## src/rtl/axi_mst_bridge.sv

```systemverilog
// rtl/axi_mst_bridge.sv - native request/response to AXI4 master bridge, one transaction outstanding.
// Define AXI_MST_ERR_CHECK_EN to enable BRESP/RRESP, ID and burst-length checking on rsp_err_o.
module axi_mst_bridge #(
  parameter int ADDR_WIDTH = 32,
  parameter int DATA_WIDTH = 32,
  parameter int ID_WIDTH   = 4,
  parameter int AXI_ID     = 0
) (
  input  logic                    clk,
  input  logic                    rst_n,

  input  logic                    req_valid_i,
  output logic                    req_ready_o,
  input  logic                    req_we_i,
  input  logic [ADDR_WIDTH-1:0]   req_addr_i,
  input  logic [DATA_WIDTH-1:0]   req_wdata_i,
  input  logic [DATA_WIDTH/8-1:0] req_wmask_i,
  input  logic [7:0]              req_len_i,

  output logic                    rsp_valid_o,
  input  logic                    rsp_ready_i,
  output logic [DATA_WIDTH-1:0]   rsp_rdata_o,
  output logic                    rsp_last_o,
  output logic                    rsp_err_o,

  output logic [ID_WIDTH-1:0]     M_AXI_AWID,
  output logic [ADDR_WIDTH-1:0]   M_AXI_AWADDR,
  output logic [7:0]              M_AXI_AWLEN,
  output logic [2:0]              M_AXI_AWSIZE,
  output logic [1:0]              M_AXI_AWBURST,
  output logic                    M_AXI_AWLOCK,
  output logic [3:0]              M_AXI_AWCACHE,
  output logic [2:0]              M_AXI_AWPROT,
  output logic                    M_AXI_AWVALID,
  input  logic                    M_AXI_AWREADY,

  output logic [DATA_WIDTH-1:0]   M_AXI_WDATA,
  output logic [DATA_WIDTH/8-1:0] M_AXI_WSTRB,
  output logic                    M_AXI_WLAST,
  output logic                    M_AXI_WVALID,
  input  logic                    M_AXI_WREADY,

  input  logic [ID_WIDTH-1:0]     M_AXI_BID,
  input  logic [1:0]              M_AXI_BRESP,
  input  logic                    M_AXI_BVALID,
  output logic                    M_AXI_BREADY,

  output logic [ID_WIDTH-1:0]     M_AXI_ARID,
  output logic [ADDR_WIDTH-1:0]   M_AXI_ARADDR,
  output logic [7:0]              M_AXI_ARLEN,
  output logic [2:0]              M_AXI_ARSIZE,
  output logic [1:0]              M_AXI_ARBURST,
  output logic                    M_AXI_ARLOCK,
  output logic [3:0]              M_AXI_ARCACHE,
  output logic [2:0]              M_AXI_ARPROT,
  output logic                    M_AXI_ARVALID,
  input  logic                    M_AXI_ARREADY,

  input  logic [ID_WIDTH-1:0]     M_AXI_RID,
  input  logic [DATA_WIDTH-1:0]   M_AXI_RDATA,
  input  logic [1:0]              M_AXI_RRESP,
  input  logic                    M_AXI_RLAST,
  input  logic                    M_AXI_RVALID,
  output logic                    M_AXI_RREADY
);

  localparam int                  STRB_W = DATA_WIDTH / 8;
  localparam logic [2:0]          SIZE   = 3'($clog2(STRB_W));
  localparam logic [1:0]          INCR   = 2'b01;
  localparam logic [ID_WIDTH-1:0] ID     = ID_WIDTH'(AXI_ID);

  typedef enum logic [2:0] {IDLE, WR, WR_RESP, RD_ADDR, RD_DATA} state_t;

  state_t                  state;
  logic [ADDR_WIDTH-1:0]   addr_q;
  logic [DATA_WIDTH-1:0]   wdata_q;
  logic [STRB_W-1:0]       wmask_q;
  logic [7:0]              len_q;
  logic [7:0]              beat_cnt;
  logic                    aw_pend;
  logic                    w_pend;
  logic                    ar_pend;
  logic                    r_hs;

  assign r_hs = (state == RD_DATA) && M_AXI_RVALID && rsp_ready_i;

  always_ff @(posedge clk or negedge rst_n) begin
    if (!rst_n) begin
      state    <= IDLE;
      addr_q   <= '0;
      wdata_q  <= '0;
      wmask_q  <= '0;
      len_q    <= '0;
      beat_cnt <= '0;
      aw_pend  <= 1'b0;
      w_pend   <= 1'b0;
      ar_pend  <= 1'b0;
    end else begin
      case (state)
        IDLE: begin
          if (req_valid_i) begin
            addr_q   <= req_addr_i;
            wdata_q  <= req_wdata_i;
            wmask_q  <= req_wmask_i;
            len_q    <= req_len_i;
            beat_cnt <= '0;
            if (req_we_i) begin
              aw_pend <= 1'b1;
              w_pend  <= 1'b1;
              state   <= WR;
            end else begin
              ar_pend <= 1'b1;
              state   <= RD_ADDR;
            end
          end
        end
        WR: begin
          // AW and W retire independently; leave once neither is outstanding
          if (M_AXI_AWREADY) aw_pend <= 1'b0;
          if (M_AXI_WREADY)  w_pend  <= 1'b0;
          if ((!aw_pend || M_AXI_AWREADY) && (!w_pend || M_AXI_WREADY))
            state <= WR_RESP;
        end
        WR_RESP: begin
          if (M_AXI_BVALID && rsp_ready_i) state <= IDLE;
        end
        RD_ADDR: begin
          if (M_AXI_ARREADY) begin
            ar_pend <= 1'b0;
            state   <= RD_DATA;
          end
        end
        RD_DATA: begin
          if (r_hs) begin
            beat_cnt <= beat_cnt + 8'd1;
            if (M_AXI_RLAST) state <= IDLE;
          end
        end
        default: state <= IDLE;
      endcase
    end
  end

  assign req_ready_o   = (state == IDLE);

  assign M_AXI_AWID    = ID;
  assign M_AXI_AWADDR  = addr_q;
  assign M_AXI_AWLEN   = 8'd0;
  assign M_AXI_AWSIZE  = SIZE;
  assign M_AXI_AWBURST = INCR;
  assign M_AXI_AWLOCK  = 1'b0;
  assign M_AXI_AWCACHE = 4'd0;
  assign M_AXI_AWPROT  = 3'd0;
  assign M_AXI_AWVALID = aw_pend;

  assign M_AXI_WDATA   = wdata_q;
  assign M_AXI_WSTRB   = wmask_q;
  assign M_AXI_WLAST   = 1'b1;
  assign M_AXI_WVALID  = w_pend;

  assign M_AXI_BREADY  = (state == WR_RESP) && rsp_ready_i;

  assign M_AXI_ARID    = ID;
  assign M_AXI_ARADDR  = addr_q;
  assign M_AXI_ARLEN   = len_q;
  assign M_AXI_ARSIZE  = SIZE;
  assign M_AXI_ARBURST = INCR;
  assign M_AXI_ARLOCK  = 1'b0;
  assign M_AXI_ARCACHE = 4'd0;
  assign M_AXI_ARPROT  = 3'd0;
  assign M_AXI_ARVALID = ar_pend;

  assign M_AXI_RREADY  = (state == RD_DATA) && rsp_ready_i;

  // Response channel is a straight pass-through of B or R depending on phase
  assign rsp_valid_o = ((state == WR_RESP) && M_AXI_BVALID) ||
                       ((state == RD_DATA) && M_AXI_RVALID);
  assign rsp_rdata_o = (state == RD_DATA) ? M_AXI_RDATA : '0;
  assign rsp_last_o  = (state == WR_RESP) ? 1'b1 :
                       (state == RD_DATA) ? M_AXI_RLAST : 1'b0;

`ifdef AXI_MST_ERR_CHECK_EN
  logic err_sticky;
  logic b_err;
  logic r_err;

  assign b_err = (M_AXI_BRESP != 2'b00) || (M_AXI_BID != ID);
  assign r_err = err_sticky || (M_AXI_RRESP != 2'b00) || (M_AXI_RID != ID) ||
                 (M_AXI_RLAST && (beat_cnt != len_q)) ||
                 (!M_AXI_RLAST && (beat_cnt == len_q));

  // Once the burst overruns len every further beat is flagged until RLAST
  always_ff @(posedge clk or negedge rst_n) begin
    if (!rst_n) begin
      err_sticky <= 1'b0;
    end else if (state == IDLE) begin
      err_sticky <= 1'b0;
    end else if (r_hs && !M_AXI_RLAST && (beat_cnt == len_q)) begin
      err_sticky <= 1'b1;
    end
  end

  assign rsp_err_o = rsp_valid_o &&
                     (((state == WR_RESP) && b_err) || ((state == RD_DATA) && r_err));
`else
  logic unused_err_inputs;
  assign unused_err_inputs = ^{M_AXI_BID, M_AXI_BRESP, M_AXI_RID, M_AXI_RRESP, beat_cnt};
  assign rsp_err_o = 1'b0;
`endif

endmodule

```

## config.mk

```make
export PLATFORM = sky130hd
export DESIGN_NAME = axi_mst_bridge
export DESIGN_NICKNAME = d
export VERILOG_FILES = /design/src/rtl/axi_mst_bridge.sv
export SDC_FILE = /design/constraint.sdc
export NUM_CORES = 1
export LEC_CHECK = 0
export CAP_MARGIN = 20
export CORE_AREA = 5 5 124 126
export DETAILED_ROUTE_END_ITERATION = 16
export DIE_AREA = 0 0 129 131
export HOLD_SLACK_MARGIN = 0.12
export PLACE_DENSITY_LB_ADDON = 0.05
export SLEW_MARGIN = 20
export SYNTH_ARGS = -nofsm -noshare
export SYNTH_HDL_FRONTEND = slang
export SYNTH_SLANG_ARGS = --single-unit
```

## constraint.sdc

```tcl
create_clock -name clk -period 2.86 [get_ports clk]
set_input_delay 0.572 -clock clk [delete_from_list [all_inputs] [get_ports clk]]
set_output_delay 0.572 -clock clk [all_outputs]
set_load 0.02 [all_outputs]
```

==> impl_metrics.json, run 1 <==
{
  "cts_root_buf": "clkbuf_16",
  "critPathMaxFanout": 34,
  "vdd_drop_max_uv": 340,
  "synth_area_per_cell_sq_um": 12.9,
  "yosysWarnings": 0,
  "endpoint_kind": "primary output",
  "clock_sinks": 82,
  "htree_levels": 3,
  "crit_family": "buffers and inverters",
  "dieHeight_um": 131,
  "drv_cap": 0,
  "cts_hold_buffers": 0,
  "fmax_ghz": 0.371,
  "ys_seq_elements": 82,
  "num_vias": 3057,
  "nets": 687,
  "ys_types": 32,
  "hp-class": "in -> async",
  "cp_num_buf_inv": 2,
  "start_util_pct": 29.2,
  "rsz0062_at_grt": "no",
  "synth-async-reset-ratio_pct": 100,
  "die_area_sq_um": 16900,
  "io_buffers": 266,
  "worst_slew_margin_rel_pct": 61.2,
  "finalCritPeriodShare_pct": 94.3,
  "register_area_sq_um": 2050,
  "reg2reg_slack_ns": 0.91,
  "antenna_found_initial": 0,
  "slowest_delay_ns": 0.62,
  "crit_cells": 4,
  "firstDrtPassIters": 4,
  "ctsResizeCount": 0,
  "fin_skew_ns": 0.00266,
  "cp-start-kind": "flop",
  "clk_pin_slew_ns": 0.06,
  "drtIter0Drc": 72,
  "worstMarginPinSlew_ns": 0.582,
  "crit_arrival_ns": 2.13,
  "wire_per_inst_um": 16.1,
  "p_leak_nw": 2.92,
  "timing_hold_violations_final": 0,
  "cts_buffers": 9,
  "grt_max_degree": 45,
  "crit_required_ns": 2.29,
  "ios": 323,
  "finalSetupViolCount": 0,
  "grt_usage_pct": 13.5,
  "n_fill_cell": 1287,
  "cts_buffer_depth": 2,
  "hpwl_um": 9690,
  "min_period_ns": 2.70,
  "clock_latency_ns": 0.33,
  "slowest_stage": "clkdlybuf4s50_1",
  "netlist_area_sq_um": 4140,
  "area_growth_pct": 67.4,
  "grt_pass1_vias": 3273,
  "rows": 44,
  "via_per_inst": 4.10,
  "core_sq_um": 14200,
  "syn_inst": 320,
  "setup_tns_ns": 0,
  "worst_r2r_path_depth": 5,
  "ant_nets": 0,
  "place.gp.congestion": 0.729,
  "fin_cells": 745,
  "placedCellCount": 729,
  "drc": 0,
  "n_antenna_cell": 0,
  "post_cts_buffers": 0,
  "grt_pass1_wl_um": 17500,
  "seq_area_frac_synth_pct": 49.5,
  "status": "completed",
  "multiInputGateArea_sq_um": 1560,
  "slew_viol_final": 0,
  "routed_wl_um": 12000,
  "cts_tree": "done",
  "synth_edf_count": 0,
  "crit_type": "reg -> out",
  "fp.dieW_um": 129,
  "drive_gt1_share_pct": 17.8,
  "path_cells": "nor3b_2 -> buf_4 -> and2_1 -> clkdlybuf4s50_1",
  "p_per_area_nw_per_um2": 1190,
  "grt-ovfl-total": 0,
  "ys.flop_type": "dfrtp_1"
}
## logic make-up after synthesis
| logic type | synth area share [%] |
|---|---|
| AOI/OAI and AO/OA | 1.87 |
| buffers and inverters | 16.6 |
| DFF | 49.5 |
| muxes | 23.6 |
| other | 0.181 |
| and+or+nand+nor | 8.27 |
## per-layer routing
layer  share of wire [%]  global-route usage, %
met1                  34                   14.1
met2                  54                   24.8
met3                  11                   5.61
met4                 1.2                   4.08
met5                   0                      0
## cells in the final DEF (no fill, tap or decap), drive strengths merged
cell type and instances:
clkinv 1, clkinvlp 1, conb 44, a21oi 1
nor2 4, a22oi 1, nor4b 1, nor3b 1
nor4 1, mux2 77, and2 34, o21ai 3
clkbuf 11, o22a 1, bufinv 3, nand4 1
a31oi 3, and2b 1, o211ai 1, and3 1
nand2 7, nor2b 3, clkdlybuf4s50 265, buf 7
inv 1, nor3 1, a21boi 1, dfrtp 82
a21o 1, nand3 2
## path summary, 6_finish.rpt
kind,from,end
max reg2reg,state[0],M_AXI_ARADDR[15]
min in group clk,M_AXI_WDATA[23],M_AXI_WDATA[23]
min reg2reg,M_AXI_WDATA[23],M_AXI_WDATA[23]
min,rst_n,M_AXI_WDATA[22]
max,state[2],rsp_rdata_o[17]
max in group asynchronous,rst_n,M_AXI_WDATA[28]
## registers in the layout, summed over array words and instances (netlist names)
signal and count:
M_AXI_WSTRB 4, M_AXI_ARLEN 8, M_AXI_ARADDR 32, M_AXI_WDATA 32, M_AXI_ARVALID 1, state 3
M_AXI_WVALID 1, M_AXI_AWVALID 1
## Yosys cell counts (2+ instances only)
master / number / area (sq um)
nand2_1: 7 / 26.3
and2_1: 33 / 206
nand3_1: 2 / 10.0
buf_4: 80 / 601
nor2_1: 4 / 15.0
a31oi_1: 3 / 18.8
dfrtp_1: 82 / 2050
nor2b_1: 3 / 18.8
buf_6: 2 / 22.5
buf_8: 3 / 45.0
clkbuf_1: 3 / 11.3
mux2_2: 47 / 529
mux2_4: 29 / 435
conb_1: 2 / 7.51
o21ai_0: 3 / 15.0
## power breakdown
group / leakage (nW) / internal (W) / switching [W]
logic: 1.79 / 0.00257 / 0.00219
registers: 0.963 / 0.00177 / 0.000391
clock network: 0.160 / 0.000852 / 0.000454
total: 2.92 / 0.00519 / 0.00303
## final cells by class
type                    count  area share [%]
repair buffers            272            39.7
multi-input cells         190            22.5
flip-flops and latches     82            29.6
well taps                 184            3.32
inverters                   1          0.0541
clock buffers              11            3.35
clock inverters             5            1.48
## through the flow
step | instance area [sq um] | total power [W] | utilization (%) | hold WS (ns) | worst slack, ns
3_3_place_gp | 6600 | 0.00699 | 46.5 | 0.479 | 0.399
5_1_grt | 6940 | 0.00868 | 48.8 | 0.271 | 0.0414
2_1_floorplan | 4300 | 0.00508 | - | 0.276 | 1.01
3_5_place_dp | 6600 | 0.00702 | 46.5 | 0.492 | 0.386
6_report | 6940 | 0.00822 | 48.8 | 0.222 | 0.163
4_1_cts | 6940 | 0.00837 | 48.8 | 0.256 | 0.115
## worst register-to-register path, stage by stage (launching register included)
cell and delay [ns]:
dfrtp_1 0.40, buf_4 0.19, nor3_2 0.18, and2_4 0.45, buf_12 0.26, mux2_2 0.36
Note: power is estimated with default switching activity, not from simulation.
==> inputs of run 2 (changes only) <==
--- a/config.mk
+++ b/config.mk
@@ -7,10 +7,12 @@
 export LEC_CHECK = 0
 export CAP_MARGIN = 20
 export CORE_AREA = 5 5 124 126
+export CTS_CLUSTER_SIZE = 28
 export DETAILED_ROUTE_END_ITERATION = 16
 export DIE_AREA = 0 0 129 131
 export HOLD_SLACK_MARGIN = 0.12
 export PLACE_DENSITY_LB_ADDON = 0.05
+export SETUP_SLACK_MARGIN = 0.2
 export SLEW_MARGIN = 20
 export SYNTH_ARGS = -nofsm -noshare
 export SYNTH_HDL_FRONTEND = slang
==> run 2 against run 1 <==
  * Combinational power about the same
  * Fmax rose by 4.3%
  * First-iteration DRC count is 5.6% lower
  * Clock power is essentially flat
  * Sequential cell count stayed put
  * Largest cell class unchanged
  * Highest routed layer unchanged
==> impl_metrics.json, run 2 (synthesis results as in run 1) <==
{
  "fin_skew_ns": 0.00288,
  "n_fill_cell": 1290,
  "final_common_cell": "clkdlybuf4s50_1",
  "hpwl_um": 9690,
  "timing.rr.end": "M_AXI_ARADDR[15]",
  "final.setup.worst_slack_ns": 0.274,
  "pre_cts_ws_ns": 0.386,
  "hp-class": "in -> async",
  "grt-ovfl-total": 0,
  "drv_cap": 0,
  "timing_hold_violations_final": 0,
  "drtIter0Drc": 68,
  "vdd_drop_max_uv": 337,
  "core_sq_um": 14200,
  "n_antenna_cell": 0,
  "cts_root_buf": "clkbuf_16",
  "p_per_area_nw_per_um2": 1180,
  "grt_pass1_vias": 3273,
  "finalSetupViolCount": 0,
  "min_period_ns": 2.59,
  "total_power_w": 0.00823,
  "htree_levels": 3,
  "worst_slew_margin_rel_pct": 61.0,
  "grt_max_degree": 45,
  "setup_tns_ns": 0,
  "worst_r2r_path_depth": 5,
  "crit_start": "state[1]",
  "rsz0062_at_grt": "yes",
  "clk_pin_slew_ns": 0.06,
  "firstDrtPassIters": 4,
  "p_leak_nw": 3.30,
  "finalCritPeriodShare_pct": 90.4,
  "antenna_found_initial": 0,
  "rows": 44,
  "endpoint": "rsp_rdata_o[31]",
  "r2r_start": "state[0]",
  "cts_hold_buffers": 0,
  "num_vias": 3068,
  "reg2reg_slack_ns": 0.91,
  "via_per_inst": 4.11,
  "nets": 689,
  "fmax_ghz": 0.387,
  "cts_buffer_depth": 2,
  "slowest_delay_ns": 0.61,
  "path_cells": "nor3b_2 -> buf_6 -> and2_1 -> clkdlybuf4s50_1",
  "worstMarginPinSlew_ns": 0.586,
  "multiInputGateArea_sq_um": 1560,
  "area_growth_pct": 69.1,
  "die_area_sq_um": 16900,
  "timing.hold.ws_ns": 0.224,
  "start_util_pct": 29.2,
  "status": "completed",
  "cts_tree": "done",
  "clock_latency_ns": 0.33,
  "dieHeight_um": 131,
  "clock_sinks": 82,
  "grt_usage_pct": 13.5,
  "crit_arrival_ns": 2.01,
  "routed_wl_um": 12100,
  "ant_nets": 0,
  "cts_buffers": 9,
  "drive_gt1_share_pct": 18.5,
  "ios": 323,
  "endpoint_kind": "primary output",
  "fp.dieW_um": 129,
  "fin_util_pct": 49.3,
  "grt_pass1_wl_um": 17500,
  "final_cell_mix": "clkdlybuf4s50_1 (244), dfrtp_1 (81), mux2_2 (47)",
  "slowest_stage": "clkdlybuf4s50_1",
  "register_area_sq_um": 2050,
  "cp-start-kind": "flop",
  "crit_type": "reg -> out",
  "io_buffers": 266,
  "slew_viol_final": 0,
  "wire_per_inst_um": 16.2,
  "drc": 0,
  "place.gp.congestion": 0.729,
  "crit_required_ns": 2.29,
  "critPathMaxFanout": 17
}
-- run 2: metrics by stage --
stage | area [sq um] | instances
detailed placement | 6600 | 729
global placement | 6600 | 729
floorplan | 4300 | 362
CTS | 6940 | 745
global route | 7010 | 747
finish | 7010 | 747
-- run 2: worst max-delay path: cells and delay by family (launching register included) --
kind                   cells  cell delay [ns]
buffers and inverters      2             0.80
DFF                        1             0.47
and+or+nand+nor            2             0.41
-- run 2: power breakdown --
part	switching, W	leakage, nW	internal [W]
clock network	0.000451	0.160	0.000852
registers	0.000393	0.961	0.00177
logic	0.00219	2.18	0.00258
total	0.00304	3.30	0.00520
-- run 2: worst min path at each step --
stage | startpoint | cells past startpoint | to
floorplan | rst_n | 0 | M_AXI_ARADDR[0]
global placement | M_AXI_ARVALID | 1 | M_AXI_ARVALID
detailed placement | M_AXI_WDATA[2] | 1 | M_AXI_WDATA[2]
CTS | rst_n | 1 | M_AXI_WDATA[22]
global route | rst_n | 1 | M_AXI_WDATA[19]
finish | rst_n | 1 | M_AXI_WDATA[22]
-- run 2: timing repair --
item                                    in CTS  in global routing
buffers inserted                             0                  1
endpoints found under the setup margin      33                 34
cloned                                       0                  1
gates resized for setup                      3                 21
-- run 2: final cells by class --
cell class,count,share of cell area (%)
Tap cell,184,3.29
Clock inverter,5,1.46
Clock buffer,11,3.32
Multi-Input combinational cell,190,22.3
Timing Repair Buffer,274,40.2
Inverter,1,0.0536
Sequential cell,82,29.3
-- run 2: per-layer routing --
layer	track usage (%)	routed length, um	vias up
li1	-	-	1422
met1	14.1	4110	1455
met2	24.8	6540	181
met3	5.61	1280	10
met4	4.08	146	0
met5	0	0	-
==> inputs of run 3 (changes only) <==
==> constraint.sdc (replaced) <==
create_clock -name clk -period 3.3 [get_ports clk]
set_input_delay 0.66 -clock clk [delete_from_list [all_inputs] [get_ports clk]]
set_output_delay 0.66 -clock clk [all_outputs]
set_load 0.02 [all_outputs]
==> run 3 against run 2 <==
  * Via count up 1.0%
  * Setup slack improved by 0.27 ns
  * Global-route usage grew 0.088 points
  * Critical path depth is the same
  * Critical path type unchanged
  * Largest power group unchanged
  * Highest routed layer unchanged
  * Power fell by 15%
  * Routed wire length is 0.99% higher
  * Sequential cell count stayed put
==> impl_metrics.json, run 3 (synthesis results as in run 1) <==
{
  "status": "completed",
  "core_sq_um": 14200,
  "n_antenna_cell": 0,
  "timing.rr.end": "M_AXI_WSTRB[3]",
  "via_per_inst": 4.16,
  "io_buffers": 266,
  "endpoint_kind": "primary output",
  "worstMarginPinSlew_ns": 0.777,
  "hp-class": "in -> async",
  "ant_nets": 0,
  "rows": 44,
  "min_period_ns": 2.76,
  "drive_gt1_share_pct": 18.0,
  "rsz0062_at_grt": "no",
  "ctsResizeCount": 0,
  "p_leak_nw": 2.90,
  "final_common_cell": "clkdlybuf4s50_1",
  "path_cells": "nor3b_2 -> buf_4 -> and2_1 -> clkdlybuf4s50_1",
  "clk_pin_slew_ns": 0.07,
  "worst_slew_margin_rel_pct": 48.2,
  "drc": 0,
  "p_per_area_nw_per_um2": 1020,
  "timing_hold_violations_final": 0,
  "crit_arrival_ns": 2.10,
  "drtIter0Drc": 84,
  "total_power_w": 0.00702,
  "fmax_ghz": 0.362,
  "htree_levels": 3,
  "setup_tns_ns": 0,
  "routed_wl_um": 12200,
  "slowest_stage": "clkdlybuf4s50_1",
  "fin_skew_ns": 0.00705,
  "place.gp.congestion": 0.746,
  "clock_sinks": 82,
  "area_growth_pct": 66.2,
  "ios": 323,
  "slew_viol_final": 0,
  "cts_buffer_depth": 2,
  "dieHeight_um": 131,
  "crit_type": "reg -> out",
  "r2r_start": "state[0]",
  "cts_tree": "done",
  "finalCritPeriodShare_pct": 83.6,
  "cts_buffers": 9,
  "crit_required_ns": 2.64,
  "hpwl_um": 9610,
  "drv_cap": 0,
  "grt_max_degree": 83,
  "worst_r2r_path_depth": 5,
  "cp-start-kind": "flop",
  "fp.dieW_um": 129,
  "cts_hold_buffers": 0,
  "clock_latency_ns": 0.34,
  "grt_usage_pct": 13.6,
  "post_cts_buffers": 0,
  "grt_pass1_vias": 3262,
  "antenna_found_initial": 0,
  "cts_root_buf": "clkbuf_16",
  "reg2reg_slack_ns": 1.23,
  "die_area_sq_um": 16900,
  "start_util_pct": 29.2,
  "firstDrtPassIters": 4,
  "final_cell_mix": "clkdlybuf4s50_1 (265), dfrtp_1 (82), mux2_2 (47)",
  "grt_pass1_wl_um": 17400,
  "wire_per_inst_um": 16.4,
  "critPathMaxFanout": 34,
  "slowest_delay_ns": 0.62,
  "finalSetupViolCount": 0,
  "num_vias": 3099,
  "nets": 687,
  "grt-ovfl-total": 0,
  "vdd_drop_max_uv": 303
}
-- run 3: cell count changes in the layout (fill, tap and decap cells not counted), sizes merged --
cell / previous run / this run
dlygate4sd2: 1 / 0
bufinv: 3 / 1
dlymetal6s2s: 20 / 0
buf: 9 / 7
clkdlybuf4s50: 244 / 265
clkinv: 1 / 3
-- run 3: how the worst max path moves through the flow --
stage	from	end	slack, ns	cells past startpoint
floorplan	state[1]	rsp_rdata_o[0]	1.42	3
global placement	rsp_ready_i	M_AXI_BREADY	0.60	3
detailed placement	rsp_ready_i	M_AXI_BREADY	0.61	3
CTS	state[2]	rsp_rdata_o[17]	0.48	4
global route	state[2]	rsp_rdata_o[30]	0.36	4
finish	state[2]	rsp_rdata_o[17]	0.54	4
-- run 3: layout make-up --
| class | count | area (sq um) |
|---|---|---|
| flip-flops and latches | 82 | 2050 |
| clock buffers | 11 | 243 |
| clock inverters | 5 | 63.8 |
| fillers | 1294 | 7320 |
| inverters | 1 | 3.75 |
| repair buffers | 272 | 2730 |
| well taps | 184 | 230 |
| multi-input cells | 190 | 1560 |
-- run 3: per-layer routing --
layer	up-vias	track usage [%]	share of wire [%]
li1	1428	-	-
met1	1474	13.8	34
met2	187	24.8	53
met3	10	5.85	11
met4	0	5.00	1.1
met5	-	0	0
-- run 3: worst max-delay path: cells and delay by family (launching register included) --
family / cells / cell delay, ns
buffers and inverters: 2 / 0.89
flip-flops: 1 / 0.47
AND/OR/NAND/NOR: 2 / 0.40
-- run 3: stage by stage --
stage | util, % | hold slack [ns] | instance area [sq um] | setup slack (ns) | std cells
finish | 48.5 | 0.352 | 6890 | 0.541 | 745
floorplan | - | 0.364 | 4300 | 1.42 | 362
CTS | 48.5 | 0.508 | 6880 | 0.485 | 745
global placement | 46.3 | 0.483 | 6580 | 0.600 | 729
global route | 48.5 | 0.441 | 6890 | 0.357 | 745
detailed placement | 46.3 | 0.491 | 6580 | 0.610 | 729
-- run 3: power breakdown --
group | internal, W | leakage [nW] | switching, W
combinational | 0.00222 | 1.79 | 0.00190
clock | 0.000611 | 0.146 | 0.000415
sequential | 0.00153 | 0.963 | 0.000345
